<file path="config.mk">
export PLATFORM = sky130hd
export DESIGN_NAME = uart_deser
export DESIGN_NICKNAME = d
export VERILOG_FILES = /design/src/rtl/uart_pkg.sv /design/src/rtl/sync_2ff.sv /design/src/rtl/uart_deser.sv
export SDC_FILE = /design/constraint.sdc
export NUM_CORES = 1
export LEC_CHECK = 0
export CAP_MARGIN = 20
export CELL_PAD_IN_SITES_DETAIL_PLACEMENT = 0
export CELL_PAD_IN_SITES_GLOBAL_PLACEMENT = 2
export CORE_MARGIN = 1.5
export CORE_UTILIZATION = 43
export CTS_BUF_LIST = sky130_fd_sc_hd__clkbuf_4 sky130_fd_sc_hd__clkbuf_8
export DETAILED_ROUTE_END_ITERATION = 6
export GPL_ROUTABILITY_DRIVEN = 1
export PLACE_DENSITY_LB_ADDON = 0.1
export SETUP_SLACK_MARGIN = 0.15
export SKIP_LAST_GASP = 1
export SYNTH_ARGS = -nofsm -noshare
export SYNTH_HDL_FRONTEND = slang
export SYNTH_SLANG_ARGS = --single-unit
export TNS_END_PERCENT = 10
</file>
<file path="constraint.sdc">
create_clock -name clk -period 2.65 [get_ports clk]
set_input_delay 0.53 -clock clk [delete_from_list [all_inputs] [get_ports clk]]
set_output_delay 0.53 -clock clk [all_outputs]
set_load 0.02 [all_outputs]
</file>
<file path="src/rtl/uart_pkg.sv">
// Shared UART receive definitions: FSM state type, frame width and bit-timing helpers.
package uart_pkg;

  localparam int unsigned DATA_BITS        = 8;
  localparam int unsigned CLKS_PER_BIT_DEF = 1;

  typedef enum logic [2:0] {
    ST_IDLE,
    ST_START,
    ST_DATA,
    ST_STOP,
    ST_WAIT_HIGH
  } uart_rx_state_t;

  // Cycle index within a bit period at which the line is sampled.
  function automatic int unsigned sample_half(input int unsigned cpb);
    return (cpb - 1) / 2;
  endfunction

endpackage

</file>
<file path="src/rtl/sync_2ff.sv">
// Two-flop synchronizer for a single asynchronous input, with a configurable reset level.
module sync_2ff #(
  parameter logic RST_VAL = 1'b1
) (
  input  logic clk,
  input  logic rst_n,
  input  logic d_i,
  output logic q_o
);

  logic meta_q;
  logic sync_q;

  always_ff @(posedge clk or negedge rst_n) begin
    if (!rst_n) begin
      meta_q <= RST_VAL;
      sync_q <= RST_VAL;
    end else begin
      meta_q <= d_i;
      sync_q <= meta_q;
    end
  end

  assign q_o = sync_q;

endmodule

</file>
<file path="src/rtl/uart_deser.sv">
// 8N1 UART receiver: oversampled mid-bit sampling into a single-entry holding register
// with valid/ready handoff, framing-error and overrun pulses.
module uart_deser
  import uart_pkg::*;
#(
  parameter int unsigned CLKS_PER_BIT = CLKS_PER_BIT_DEF
) (
  input  logic                 clk,
  input  logic                 rst_n,
  input  logic                 rx,
  output logic [DATA_BITS-1:0] data,
  output logic                 valid,
  input  logic                 ready,
  output logic                 frame_err,
  output logic                 overrun,
  output logic                 busy
);

  localparam int unsigned CNT_W = (CLKS_PER_BIT > 1) ? $clog2(CLKS_PER_BIT) : 1;
  localparam int unsigned IDX_W = $clog2(DATA_BITS);
  localparam int unsigned HALF  = sample_half(CLKS_PER_BIT);

  localparam logic [CNT_W-1:0] HALF_C   = CNT_W'(HALF);
  localparam logic [CNT_W-1:0] LAST_C   = CNT_W'(CLKS_PER_BIT - 1);
  localparam logic [IDX_W-1:0] LAST_IDX = IDX_W'(DATA_BITS - 1);

  uart_rx_state_t       state_q, state_d;
  logic [CNT_W-1:0]     cnt_q, cnt_d;
  logic [IDX_W-1:0]     idx_q, idx_d;
  logic [DATA_BITS-1:0] shift_q, shift_d;
  logic [DATA_BITS-1:0] data_q, data_d;
  logic                 valid_q, valid_d;
  logic                 frame_err_q, frame_err_d;
  logic                 overrun_q, overrun_d;
  logic                 busy_q, busy_d;

  logic                 rx_s;
  logic [CNT_W-1:0]     cnt_inc_c;
  logic                 at_sample_c;
  logic                 byte_done_c;

  sync_2ff #(.RST_VAL(1'b1)) u_sync (
    .clk   (clk),
    .rst_n (rst_n),
    .d_i   (rx),
    .q_o   (rx_s)
  );

  assign cnt_inc_c   = (cnt_q == LAST_C) ? '0 : cnt_q + CNT_W'(1);
  assign at_sample_c = (cnt_q == HALF_C);

  always_ff @(posedge clk or negedge rst_n) begin
    if (!rst_n) begin
      state_q     <= ST_IDLE;
      cnt_q       <= '0;
      idx_q       <= '0;
      shift_q     <= '0;
      data_q      <= '0;
      valid_q     <= 1'b0;
      frame_err_q <= 1'b0;
      overrun_q   <= 1'b0;
      busy_q      <= 1'b0;
    end else begin
      state_q     <= state_d;
      cnt_q       <= cnt_d;
      idx_q       <= idx_d;
      shift_q     <= shift_d;
      data_q      <= data_d;
      valid_q     <= valid_d;
      frame_err_q <= frame_err_d;
      overrun_q   <= overrun_d;
      busy_q      <= busy_d;
    end
  end

  always_comb begin
    state_d     = state_q;
    cnt_d       = cnt_q;
    idx_d       = idx_q;
    shift_d     = shift_q;
    data_d      = data_q;
    valid_d     = valid_q;
    frame_err_d = 1'b0;
    overrun_d   = 1'b0;
    byte_done_c = 1'b0;

    if (valid_q && ready) valid_d = 1'b0;

    case (state_q)
      // The first low cycle is tick 0 of the start bit; with HALF==0 it is also its sample.
      ST_IDLE: begin
        cnt_d = '0;
        if (!rx_s) begin
          cnt_d   = cnt_inc_c;
          idx_d   = '0;
          state_d = (HALF_C == '0) ? ST_DATA : ST_START;
        end
      end
      ST_START: begin
        cnt_d = cnt_inc_c;
        if (at_sample_c) begin
          if (rx_s) begin
            state_d = ST_IDLE;
            cnt_d   = '0;
          end else begin
            state_d = ST_DATA;
          end
        end
      end
      ST_DATA: begin
        cnt_d = cnt_inc_c;
        if (at_sample_c) begin
          shift_d = {rx_s, shift_q[DATA_BITS-1:1]};
          idx_d   = idx_q + IDX_W'(1);
          if (idx_q == LAST_IDX) state_d = ST_STOP;
        end
      end
      ST_STOP: begin
        cnt_d = cnt_inc_c;
        if (at_sample_c) begin
          cnt_d = '0;
          if (rx_s) begin
            state_d     = ST_IDLE;
            byte_done_c = 1'b1;
          end else begin
            state_d     = ST_WAIT_HIGH;
            frame_err_d = 1'b1;
          end
        end
      end
      // Hold off until the line returns high so a break is not seen as a new start.
      ST_WAIT_HIGH: begin
        cnt_d = '0;
        if (rx_s) state_d = ST_IDLE;
      end
      default: begin
        state_d = ST_IDLE;
        cnt_d   = '0;
      end
    endcase

    if (byte_done_c) begin
      if (!valid_q || ready) begin
        data_d  = shift_q;
        valid_d = 1'b1;
      end else begin
        overrun_d = 1'b1;
      end
    end

    busy_d = (state_d != ST_IDLE);
  end

  assign data      = data_q;
  assign valid     = valid_q;
  assign frame_err = frame_err_q;
  assign overrun   = overrun_q;
  assign busy      = busy_q;

endmodule

</file>
==> flow_metrics.py <==
metrics = {
    "run_status": {
        "status": "completed",
    },
    "sta": {
        "max_freq_ghz": 0.544,
        "hold_viol": 0,
        "fin_crit_sh_pct": 69.3,
        "maxSlewHeadroom_pct": 64.3,
        "finalClockSkew_ps": 6.44,
        "setup_violations": 0,
        "worstMarginPinSlew_ps": 533,
        "finalSetupTns_ps": 0,
        "final_max_slew_viol_count": 0,
        "fin_crit_ps": 1840,
        "rsz0062_at_grt": "false",
    },
    "global_route": {
        "overflow": 0,
        "antenna_found_initial": 0,
        "grt_pass1_wl_mm": 2.37,
        "track_usage_pct": 11.7,
        "grt_max_degree": 29,
        "grt_pass1_vias": 523,
    },
    "finish": {
        "layout_common_cells": "dfrtp_1 (26), mux2_4 (15), clkdlybuf4s50_1 (15), clkbuf_4 (3)",
        "final_common_cell": "dfrtp_1",
        "synthToLayoutAreaGrowth_pct": 19.2,
        "fin_cells": 115,
        "nNetsFinal": 92,
        "final_area_um2": 1340,
        "drive_above_1_share_pct": 34.1,
        "antenna_cells": 0,
        "nFillCells": 221,
    },
    "logic_synthesis": {
        "synth_cell_type_count": 21,
        "ys_seq_elements": 28,
        "synth.top_cell.area_share_pct": 57.8,
        "yosys.area.top_type": "dfrtp_1",
        "syn_area_um2": 1120,
        "synth_nets": 72,
        "ys.flop_type": "dfrtp_1",
        "synthTopCellsByArea": "dfrtp_1 (58%), mux2_4 (20%), dfstp_2 (4.7%), ha_1 (2.2%), buf_6 (2.0%)",
        "synthCells": 66,
        "ys_warn_count": 0,
        "syn_avg_cell_area_um2": 17.0,
        "synth_edf_count": 0,
        "synth_seq_area_share_pct": 62.5,
        "async_flop_share_pct": 100,
    },
    "power": {
        "p_per_area_nw_per_um2": 1220,
        "irDropWorstVdd_mv": 0.608,
        "p_leak_nw": 0.626,
    },
    "worst_hold_path": {
        "hold_class": "reg2reg",
        "hold_path_depth": 0,
    },
    "clock_network": {
        "clk_latency_ps": 310,
        "clk_path_buf_depth": 2,
        "path_clk_slew_ps": 140,
        "cts_buffers": 3,
        "post_cts_buffers": 0,
        "cts-root-buf": "clkbuf_4",
        "cts_resized": 0,
        "htree_levels": 1,
        "ctsHoldBuffers": 0,
        "clkSinkCount": 28,
        "cts_tree": "done",
    },
    "routing": {
        "detail-route-antenna-nets": 0,
        "viasPerCell": 4.82,
        "firstDrtPassIters": 3,
        "drtIter0Drc": 1,
        "drc": 0,
        "wirelength_mm": 1.45,
        "vias": 554,
        "avgRoutedWirePerCell_um": 12.6,
    },
    "floorplan": {
        "pin_count": 16,
        "initial_core_util_pct": 45.4,
        "core_um2": 2480,
        "fp.dieH_um": 54.1,
        "dieWidth_um": 54.1,
        "die_area_um2": 2930,
        "rows": 18,
    },
    "worst_setup_path": {
        "startpoint_type": "register",
        "crit_arrival_ps": 1310,
        "cp.depth": 1,
        "path_class": "reg2out",
        "crit_required_ps": 2120,
        "worst-path-buf-inv": 1,
        "crit_family": "buffers and inverters",
        "cp_max_fo": 2,
        "max_stage_delay_ps": 610,
        "slowest_stage": "clkdlybuf4s50_1",
        "path_cells": "clkdlybuf4s50_1",
        "cp-end-kind": "output port",
        "r2r_cells": 3,
    },
    "placed_design": {
        "post_dp_cell_area_um2": 1310,
        "dp_hpwl_mm": 1.07,
        "portBuffers": 15,
        "gp_congestion": 0.630,
        "dp_cells": 111,
    },
    "run": {
        "drv_cap": 0,
    },
}
-- flip-flops by register name, summed over array words and instances (netlist names) --
register and count:
data 8, shift_q 8, idx_q 3, state_q 3, busy 1, frame_err 1
overrun 1, u_sync.meta_q 1, u_sync.q_o 1, valid 1
-- routing by layer --
metal / global-route usage (%) / up-vias / wire, um
li1: - / 274 / -
met1: 17.0 / 269 / 724
met2: 15.7 / 9 / 656
met3: 2.50 / 2 / 48
met4: 7.50 / 0 / 19
met5: 0 / - / 0
-- cell type report --
type	instances	area [um2]	area share [%]
sequential	28	703	52.4
multi-input combinational	36	399	29.8
timing repair buffer	17	165	12.3
tap	30	37.5	2.80
clock buffer	4	36.3	2.71
-- synth_stat cells (2+ instances only) --
cell type,instances
dfrtp_1,26
nor2_1,2
buf_6,2
dfstp_2,2
mux2_4,15
ha_1,2
a22o_1,2
mux2_2,2
-- power by group --
| part | internal (mW) | switching [mW] | total [mW] |
|---|---|---|---|
| clock network | 0.0839 | 0.112 | 0.196 |
| registers | 0.605 | 0.119 | 0.724 |
| logic | 0.459 | 0.261 | 0.720 |
-- worst paths after layout --
kind / from / end / slack (ps)
max in group asynchronous: rst_n / u_sync.q_o / 1780
worst min-delay path: u_sync.meta_q / u_sync.q_o / 370
worst max-delay path: data[2] / data[2] / 810
min in group asynchronous: rst_n / data[3] / 570
worst min register to register: u_sync.meta_q / u_sync.q_o / 370
worst max register to register: u_sync.q_o / data[7] / 990
-- cell families (layout without fill, tap and decap cells) --
family	after synthesis	count (layout)	synth area share [%]
flops	28	28	62.5
fa+ha+maj	2	2	2.22
buf+inv	2	21	2.00
compound gates	4	4	2.67
mux	17	17	22.0
simple gates	13	13	8.57
-- through the flow --
| stage | total power, mW | util, % | hold slack, ps | worst slack (ps) |
|---|---|---|---|---|
| after global placement | 1.46 | 52.7 | 347 | 596 |
| after CTS | 1.67 | 54.1 | 366 | 783 |
| after global routing | 1.75 | 54.1 | 377 | 732 |
| after detailed placement | 1.47 | 52.7 | 347 | 574 |
| after floorplan | 1.25 | - | 234 | 1270 |
| final | 1.64 | 54.1 | 365 | 813 |
(Power assumes the default switching activity.)
